===== src/rtl/lane_sum_pipe_if.sv =====
// Stream interface for lane_sum_pipe.
// Groups the input beat (valid/ready/data/mode), the accumulator clear and the
// output beat (valid/ready/data/ovf).
//   master: the source/sink side (drives input beat, acc_clr and out_ready)
//   slave : the sum unit (drives in_ready and the output beat)
// N must match the N of the lane_sum_pipe instance it connects to.
interface lane_sum_pipe_if #(
  parameter int unsigned N = 32
);
  logic         in_valid;
  logic         in_ready;
  logic [N-1:0] in_data;
  logic [1:0]   in_mode;
  logic         acc_clr;
  logic         out_valid;
  logic         out_ready;
  logic [N-1:0] out_data;
  logic         out_ovf;

  modport master (
    output in_valid, in_data, in_mode, acc_clr, out_ready,
    input  in_ready, out_valid, out_data, out_ovf
  );

  modport slave (
    input  in_valid, in_data, in_mode, acc_clr, out_ready,
    output in_ready, out_valid, out_data, out_ovf
  );
endinterface


===== src/rtl/lane_sum_pipe.sv =====
// Pipelined multi-lane sum unit with valid/ready handshake.
// Splits an N-bit word into LANES lanes of W = N/LANES bits, sums them through a
// registered pairwise adder tree (L = log2(LANES) levels) and formats the result
// in a final registered stage, giving LAT = L+1 register stages.
// Ports:
//   clk : clock, all state changes on posedge
//   rst : synchronous, active-high reset
//   bus : lane_sum_pipe_if.slave
//         in_valid/in_ready/in_data/in_mode : input beat, mode sampled with the beat
//         acc_clr                           : one-cycle accumulator clear
//         out_valid/out_ready/out_data/out_ovf : output beat
// Modes: 0 zero-extend, 1 carry-fill, 2 saturate, 3 accumulate.
module lane_sum_pipe #(
  parameter int unsigned N     = 32,
  parameter int unsigned LANES = 4
) (
  input logic          clk,
  input logic          rst,
  lane_sum_pipe_if.slave bus
);
  localparam int unsigned W    = N / LANES;
  localparam int unsigned L    = $clog2(LANES);
  localparam int unsigned SW   = W + L;
  localparam int unsigned HALF = LANES / 2;

  logic              en;
  logic [L-1:0]      vld_q;
  logic [1:0]        mode_q [L];
  // Level l keeps LANES >> (l+1) live sums; each is exact because widths are SW.
  logic [SW-1:0]     sum_q  [L][HALF];

  logic [SW-1:0]     s;
  logic              f;
  logic [N-1:0]      acc_q;
  logic [N-1:0]      acc_base;
  logic [N:0]        acc_sum;
  logic [N-1:0]      fmt_data;
  logic              fmt_ovf;

  // Global enable: every stage moves together whenever the output slot frees up.
  assign en           = !bus.out_valid || bus.out_ready;
  assign bus.in_ready = en;

  always_ff @(posedge clk) begin
    if (rst) begin
      vld_q <= '0;
    end else if (en) begin
      vld_q[0] <= bus.in_valid;
      for (int l = 1; l < L; l++) begin
        vld_q[l] <= vld_q[l-1];
      end
    end
  end

  // Tree payload carries no reset; stage valids qualify it.
  always_ff @(posedge clk) begin
    if (en) begin
      mode_q[0] <= bus.in_mode;
      for (int i = 0; i < HALF; i++) begin
        sum_q[0][i] <= SW'(bus.in_data[2*i*W +: W]) + SW'(bus.in_data[(2*i+1)*W +: W]);
      end
      for (int l = 1; l < L; l++) begin
        mode_q[l] <= mode_q[l-1];
        for (int i = 0; i < (LANES >> (l + 1)); i++) begin
          sum_q[l][i] <= sum_q[l-1][2*i] + sum_q[l-1][2*i+1];
        end
      end
    end
  end

  assign s = sum_q[L-1][0];
  assign f = |s[SW-1:W];

  always_comb begin
    // A clear coinciding with an accumulate beat makes that beat start from zero.
    acc_base = bus.acc_clr ? '0 : acc_q;
    acc_sum  = {1'b0, acc_base} + {1'b0, N'(s)};
    fmt_ovf  = f;
    case (mode_q[L-1])
      2'd0:    fmt_data = N'(s);
      2'd1:    fmt_data = {{(N-W){f}}, s[W-1:0]};
      2'd2:    fmt_data = f ? N'({W{1'b1}}) : N'(s);
      default: begin
        fmt_data = acc_sum[N-1:0];
        fmt_ovf  = acc_sum[N];
      end
    endcase
  end

  always_ff @(posedge clk) begin
    if (rst) begin
      bus.out_valid <= 1'b0;
      bus.out_data  <= '0;
      bus.out_ovf   <= 1'b0;
      acc_q         <= '0;
    end else begin
      if (en) begin
        bus.out_valid <= vld_q[L-1];
        // Bubbles keep the last presented data/ovf.
        if (vld_q[L-1]) begin
          bus.out_data <= fmt_data;
          bus.out_ovf  <= fmt_ovf;
        end
      end
      if (en && vld_q[L-1] && (mode_q[L-1] == 2'd3)) begin
        acc_q <= acc_sum[N-1:0];
      end else if (bus.acc_clr) begin
        acc_q <= '0;
      end
    end
  end
endmodule

===== src/flat_wrapper.sv =====
// flat-port wrapper written by rule: the top's interface ports become plain ports
module lane_sum_pipe_flat 
#(
  parameter int unsigned N     = 32,
  parameter int unsigned LANES = 4
)
  (clk, rst, bus_in_valid, bus_in_data, bus_in_mode, bus_acc_clr, bus_out_ready, bus_in_ready, bus_out_valid, bus_out_data, bus_out_ovf);
  lane_sum_pipe_if #(.N(N)) bus_i ();
  input logic clk;
  input logic rst;
  input wire logic [$bits(bus_i.in_valid)-1:0] bus_in_valid;
  input wire logic [$bits(bus_i.in_data)-1:0] bus_in_data;
  input wire logic [$bits(bus_i.in_mode)-1:0] bus_in_mode;
  input wire logic [$bits(bus_i.acc_clr)-1:0] bus_acc_clr;
  input wire logic [$bits(bus_i.out_ready)-1:0] bus_out_ready;
  output wire logic [$bits(bus_i.in_ready)-1:0] bus_in_ready;
  output wire logic [$bits(bus_i.out_valid)-1:0] bus_out_valid;
  output wire logic [$bits(bus_i.out_data)-1:0] bus_out_data;
  output wire logic [$bits(bus_i.out_ovf)-1:0] bus_out_ovf;
  assign bus_i.in_valid = bus_in_valid;
  assign bus_i.in_data = bus_in_data;
  assign bus_i.in_mode = bus_in_mode;
  assign bus_i.acc_clr = bus_acc_clr;
  assign bus_i.out_ready = bus_out_ready;
  assign bus_in_ready = bus_i.in_ready;
  assign bus_out_valid = bus_i.out_valid;
  assign bus_out_data = bus_i.out_data;
  assign bus_out_ovf = bus_i.out_ovf;
  lane_sum_pipe #(.N(N), .LANES(LANES)) u_core (.clk(clk), .rst(rst), .bus(bus_i));
endmodule

===== config.mk =====
export PLATFORM = sky130hd
export DESIGN_NAME = lane_sum_pipe_flat
export DESIGN_NICKNAME = d
export VERILOG_FILES = /design/src/rtl/lane_sum_pipe_if.sv /design/src/rtl/lane_sum_pipe.sv /design/src/flat_wrapper.sv
export SDC_FILE = /design/constraint.sdc
export NUM_CORES = 1
export LEC_CHECK = 0
export ABC_AREA = 1
export CAP_MARGIN = 30
export CORE_ASPECT_RATIO = 1.25
export CORE_MARGIN = 2
export CORE_UTILIZATION = 46
export DETAILED_ROUTE_END_ITERATION = 10
export GPL_ROUTABILITY_DRIVEN = 0
export PLACE_DENSITY = 0.68
export SLEW_MARGIN = 10
export SYNTH_ARGS = -nofsm -noshare
export SYNTH_HDL_FRONTEND = slang
export SYNTH_SLANG_ARGS = --single-unit

===== constraint.sdc =====
create_clock -name clk -period 4.95 [get_ports clk]
set_input_delay 0.495 -clock clk [delete_from_list [all_inputs] [get_ports clk]]
set_output_delay 0.495 -clock clk [all_outputs]
set_load 0.01 [all_outputs]

==> summary.md, run 1 <==
| Metric | Value |
|---|---|
| Cell Area, Placed | `around 6900 sq um` |
| Hold Crit Class | `flip-flop to flip-flop` |
| Min Tclk post-route | `2940 ps` |
| EDFF count, synth | `32` |
| DRC violations left | `0` |
| Final Hold Viols | `0` |
| Via density | `5.26` |
| Most frequent cell after synthesis | `nand2_1` |
| Final wirelength | `around 15000 microns` |
| # port buffers | `73` |
| Ant. Diodes | `0` |
| Clock buffer depth | `2` |
| Final ANT Viol Nets | `0` |
| Core ar. | `12700 sq um` |
| Crit path max fanout | `13` |
| RSZ-0062 raised after global routing | `no` |
| Final setup fails | `0` |
| Syn avg cell area | `7.45 sq um` |
| Adder-cell share of the synthesized area | `0.0859` |
| Area grow syn2layout | `19.1%` |
| P_leak | `approximately 3.0 nW` |
| Num ports | `74` |
| Layout net count | `about 960` |
| CTS tree | `built` |
| GRT Overall Usage | `0.213` |
| Layout cell share with drive strength beyond 1 | `0.0726` |
| DRT iter0 DRCs | `187` |
| Vias in the first global route | `5453` |
| Main combinational cell family by area after synthesis | `simple AND/OR/NAND/NOR gates` |
| Placement row count | `46` |
| CP arrival | `between 3000 and 4000 ps` |
| Max-slew violations | `0` |
| #FFs+latches synth | `100` |
| Fmax | `approximately 0.34 GHz` |
| Worst setup path class | `input port to flip-flop` |
| Starting density of the core | `0.474` |
| Relative slew slack | `0.452` |
| Area leader, netlist | `dfxtp_1` |
| Top FF cell, synth | `dfxtp_1` |
| Syn. warnings | `0` |
| Initial antenna violation count | `0` |
| Via count | `5525` |
| Synthesized instance count | `between 800 and 900` |
| CTS Hold Bufs | `0` |
| Final non-filler cell area | `slightly above 7000 sq um` |
| Clk_lat worst skew | `350 ps` |
| Slew @ Worst Pin | `~800 ps` |
| Status | `finished, final reports clean` |
| Worst path required time | `approximately 5200 ps` |
| CTS clk-pin slew, worst paths | `70 ps` |
| Post-DP HPWL | `between 10000 and 15000 microns` |
| Post-Syn Area | `roughly 6000 sq um` |
| Largest net degree at the start of global routing | `69` |
| DIE WIDTH | `106 microns` |
| CP bufs+invs | `3` |
| Postcts setup bufs | `0` |
| Synth Area in Compound Gates | `0.134` |
| Power Total | `between 2 and 2.5 mW` |
| Register Area | `2320 sq um` |
| # H-tree levels | `3` |
| Post-synth ARST share | `0` |
| TritonCTS Sinks | `100` |
| First-pass GRT wire length | `24200 microns` |
| Crit end category | `flip-flop` |
| DR pass1 iterations | `5` |
| Post-synth top cells | `201 x nand2_1, 109 x a21oi_1, 104 x inv_1` |
| Total die area | `14000 sq um` |
| Startpoint Class | `input port` |
| Drt wl/cell | `~14 microns` |
| Die H | `132 microns` |
| Post-cts resize count | `0` |
| Post-synth top area share | `0.226` |
| VDD IR-drop max | `between 150 and 200 uV` |
| Register area share after synthesis | `0.385` |
| Mux contribution to synthesized area | `0` |
| Post-Synthesis Net Count | `around 890` |
| Area occupied by multi-input gates | `about 3200 sq um` |
| Root buf cell | `clkbuf_16` |
| XOR/XNOR share of the synthesized area | `0.0334` |
| PwrDens | `315 nW/um^2` |
| Cell family with most CP delay | `simple AND/OR/NAND/NOR gates` |
| Area contributors post-synth | `dfxtp_1 23%, edfxtp_1 16%, nand2_1 13%` |
| CTS buffer count | `9` |
| Setup_tns | `0 ps` |
| CP cell instances | `clkdlybuf4s50_1, nor2_1, ha_1, inv_1, fa_1, inv_1, nand3_1, nand2_1, nand3_1, nand3b_2, nand2_1, nand2_1, nand3_1, a21oi_1` |
| Tcrit/Tclk final | `0.594` |
| Simple-gate area share of the yosys netlist | `0.274` |
| Critical-path top delay cell | `clkdlybuf4s50_1` |
| Crit-path max cell delay | `710 ps` |
| Overflow after GRT | `0` |
| Post-synthesis cell type count | `42` |
| Max-cap viol count | `0` |
| Fillers | `1199` |
| Worst Skew | `7.40 ps` |
## cell type report
| type | instances | share of cell area |
|---|---|---|
| Multi-Input combinational cell | 580 | 0.443 |
| Sequential cell | 100 | 0.323 |
| Timing Repair Buffer | 80 | 0.108 |
| Inverter | 106 | 0.0554 |
| Clock buffer | 10 | 0.0319 |
| Tap cell | 168 | 0.0293 |
| Clock inverter | 6 | 0.00888 |
## metal layers
metal	part of all wire	global-route usage	routed length (microns)	vias to the layer above
met2	0.54	0.412	7930	151
met5	0	0	0	-
li1	-	-	-	2790
met3	0.045	0.0356	650	31
met1	0.38	0.218	5570	2553
met4	0.031	0.101	453	0
## registers in the layout, indices dropped and copies added, names as in the netlist
| register | cells |
|---|---|
| u_core.acc_q | 32 |
| u_core.bus.out_data | 32 |
| u_core.bus.out_ovf | 1 |
| u_core.bus.out_valid | 1 |
| u_core.mode_q | 4 |
| u_core.sum_q | 28 |
| u_core.vld_q | 2 |
## through the flow
| stage | utilization | hold WS [ps] | std cells | setup WS, ps |
|---|---|---|---|---|
| finish | 0.565 | 421 | 1050 | 2010 |
| global route | 0.565 | 441 | 1050 | 1830 |
| CTS | 0.565 | 421 | 1050 | 2000 |
| detailed placement | 0.542 | 405 | 1034 | 1650 |
| global placement | 0.542 | 402 | 1034 | 1720 |
| floorplan | - | 400 | 809 | 2480 |
## logic make-up (layout without fill, tap and decap cells)
logic type | Yosys count | in the layout
AOI/OAI and AO/OA | 153 | 153
xor gates and xnor gates | 23 | 23
adders and majority gates | 39 | 39
buffers and inverters | 129 | 202
DFF | 100 | 100
and+or+nand+nor | 365 | 365
## report_power, final
group / total (mW) / switching (mW) / leakage (nW) / internal (mW)
sequential: 1.02 / 0.0553 / 0.888 / 0.962
clock: 0.698 / 0.306 / 0.142 / 0.392
combinational: 0.545 / 0.321 / 1.94 / 0.224
total: 2.26 / 0.682 / 2.97 / 1.58
## cell usage in the layout (no fill, tap or decap), types with 8 or more instances in the layout
| master | Yosys | routed |
|---|---|---|
| a21oi_1 | 109 | 109 |
| clkbuf_16 | 0 | 9 |
| clkdlybuf4s50_1 | 0 | 72 |
| dfxtp_1 | 68 | 68 |
| edfxtp_1 | 32 | 32 |
| ha_1 | 35 | 35 |
| inv_1 | 104 | 104 |
| nand2_1 | 201 | 201 |
| nand3_1 | 54 | 54 |
| nand4_1 | 8 | 8 |
| nor2_1 | 57 | 57 |
| nor2_2 | 14 | 14 |
| o21ai_0 | 26 | 26 |
| xor2_1 | 17 | 17 |
## path summary, 6_finish.rpt
kind	startpoint	endpoint	slack, ps	cells after the start
setup / recovery	bus_acc_clr	u_core.acc_q[20]	2010	14
setup reg to reg	u_core.acc_q[0]	u_core.acc_q[20]	2670	14
hold reg to reg	u_core.mode_q[0][0]	u_core.mode_q[0][2]	420	0
hold / removal	u_core.mode_q[0][0]	u_core.mode_q[0][2]	420	0
Power figures use the tool's default switching activity.
==> run 2: changes to the inputs <==
==> constraint.sdc (replaced) <==
create_clock -name clk -period 2.8 [get_ports clk]
set_input_delay 0.28 -clock clk [delete_from_list [all_inputs] [get_ports clk]]
set_output_delay 0.28 -clock clk [all_outputs]
set_load 0.01 [all_outputs]
==> summary.md, run 2 (synthesis results as in run 1) <==
| Metric | Value |
|---|---|
| Status | `finished, final reports clean` |
| Hold Path Depth | `0` |
| Reg2reg path depth | `14` |
| DR pass1 iterations | `7` |
| Final wirelength | `15000 microns` |
| Crit path max fanout | `9` |
| Final ANT Viol Nets | `0` |
| # port buffers | `73` |
| Final setup fails | `0` |
| Min Tclk post-route | `2480 ps` |
| CTS buffer count | `9` |
| Fillers | `1181` |
| TritonCTS Sinks | `100` |
| Biggest regs | `u_core.acc_q x32, u_core.bus.out_data x32, u_core.sum_q x28` |
| DRT iter0 DRCs | `337` |
| Post-cts resize count | `0` |
| Placement row count | `46` |
| Vias in the first global route | `5359` |
| Max-cap viol count | `0` |
| Slew @ Worst Pin | `823 ps` |
| Crit end category | `flip-flop` |
| Startpoint Class | `input port` |
| Power Total | `4.01 mW` |
| CTS tree | `built` |
| RSZ-0062 raised after global routing | `no` |
| Fin Hold WS | `roughly 430 ps` |
| Via density | `5.29` |
| CTS Hold Bufs | `0` |
| Final non-filler cell area | `between 7000 and 8000 sq um` |
| Cell Area, Placed | `6940 sq um` |
| Final Hold Viols | `0` |
| GRT Overall Usage | `0.216` |
| Total die area | `14000 sq um` |
| Relative slew slack | `0.452` |
| Worst path required time | `3080 ps` |
| Tcrit/Tclk final | `0.885` |
| Postcts setup bufs | `0` |
| Setup ws final | `323 ps` |
| Worst setup path class | `input port to flip-flop` |
| CP arrival | `between 2000 and 3000 ps` |
| Clock buffer depth | `2` |
| Most frequent cells in the layout | `201 x nand2_1, 109 x a21oi_1, 104 x inv_1, 72 x clkdlybuf4s50_1, 68 x dfxtp_1` |
| Clk_lat worst skew | `350 ps` |
| Via count | `roughly 5600` |
| Most common cell after layout, fill and taps aside | `nand2_1` |
| Layout net count | `962` |
| PwrDens | `roughly 550 nW/um^2` |
| Pre-CTS WS | `-53.6 ps` |
| Fmax | `0.404 GHz` |
| Num ports | `74` |
| Worst Skew | `13.7 ps` |
| Die H | `approximately 130 microns` |
| Core ar. | `12700 sq um` |
| Initial antenna violation count | `0` |
| Layout cell share with drive strength beyond 1 | `0.0810` |
| Hold Crit Class | `flip-flop to flip-flop` |
| P_leak | `3.01 nW` |
| Post-DP HPWL | `11300 microns` |
| Ant. Diodes | `0` |
| Drt wl/cell | `14.2 microns` |
| VDD IR-drop max | `314 uV` |
| Overflow after GRT | `0` |
| Max-slew violations | `0` |
| First-pass GRT wire length | `24500 microns` |
| CTS clk-pin slew, worst paths | `70 ps` |
| Starting density of the core | `0.474` |
| Largest net degree at the start of global routing | `42` |
| Area grow syn2layout | `20.1%` |
| DRC violations left | `0` |
| # H-tree levels | `3` |
| Root buf cell | `clkbuf_16` |
| DIE WIDTH | `~110 microns` |
[run 2: changes by cell type in the layout (fill, tap and decap cells not counted), sizes merged]
cell / delta
buf: +7
clkbuf: +3
clkinv: -3
bufinv: -1
inv: +1
[run 2: layout make-up]
class / count / area (sq um) / area share
multi-input cells: 580 / 3180 / 0.440
flip-flops and latches: 100 / 2320 / 0.321
repair buffers: 87 / 831 / 0.115
inverters: 106 / 398 / 0.0549
clock buffers: 13 / 272 / 0.0375
well taps: 168 / 210 / 0.0290
clock inverters: 3 / 26.3 / 0.00363
[run 2: path summary, 6_finish.rpt]
path,from,end,slack (ps)
worst min register to register,u_core.mode_q[0][1],u_core.mode_q[0][3],430
worst min-delay path,u_core.mode_q[0][1],u_core.mode_q[0][3],430
worst max register to register,u_core.acc_q[0],u_core.acc_q[16],490
worst max-delay path,bus_acc_clr,u_core.acc_q[16],320
[run 2: power by group]
group	leakage (nW)	internal [mW]	switching, mW
Combinational	1.97	0.397	0.563
Clock	0.146	0.691	0.551
Sequential	0.888	1.70	0.104
[run 2: through the flow]
stage	utilization	setup TNS [ps]	cells
floorplan	-	0	809
CTS	0.569	0	1057
finish	0.569	0	1057
global placement	0.546	0	1041
global route	0.569	0	1057
detailed placement	0.546	-187	1041
[run 2: critical path, cell delays in order]
cell and delay [ps]:
clkdlybuf4s50_1 510, nor2_1 180, ha_1 210, inv_1 70, fa_1 400, inv_1 110
nand3_1 70, nand2_1 150, nand3_1 110, nand3b_2 220, nand2_1 90, nand2_1 60
nand3_1 120, a21oi_1 160
[run 2: per-layer routing]
layer / GRT usage / share of wire / wire (microns) / up-vias
met5: 0 / 0 / 0 / -
met3: 0.0440 / 0.047 / 708 / 32
li1: - / - / - / 2812
met2: 0.398 / 0.53 / 7890 / 147
met1: 0.237 / 0.40 / 5930 / 2600
met4: 0.0924 / 0.031 / 464 / 0
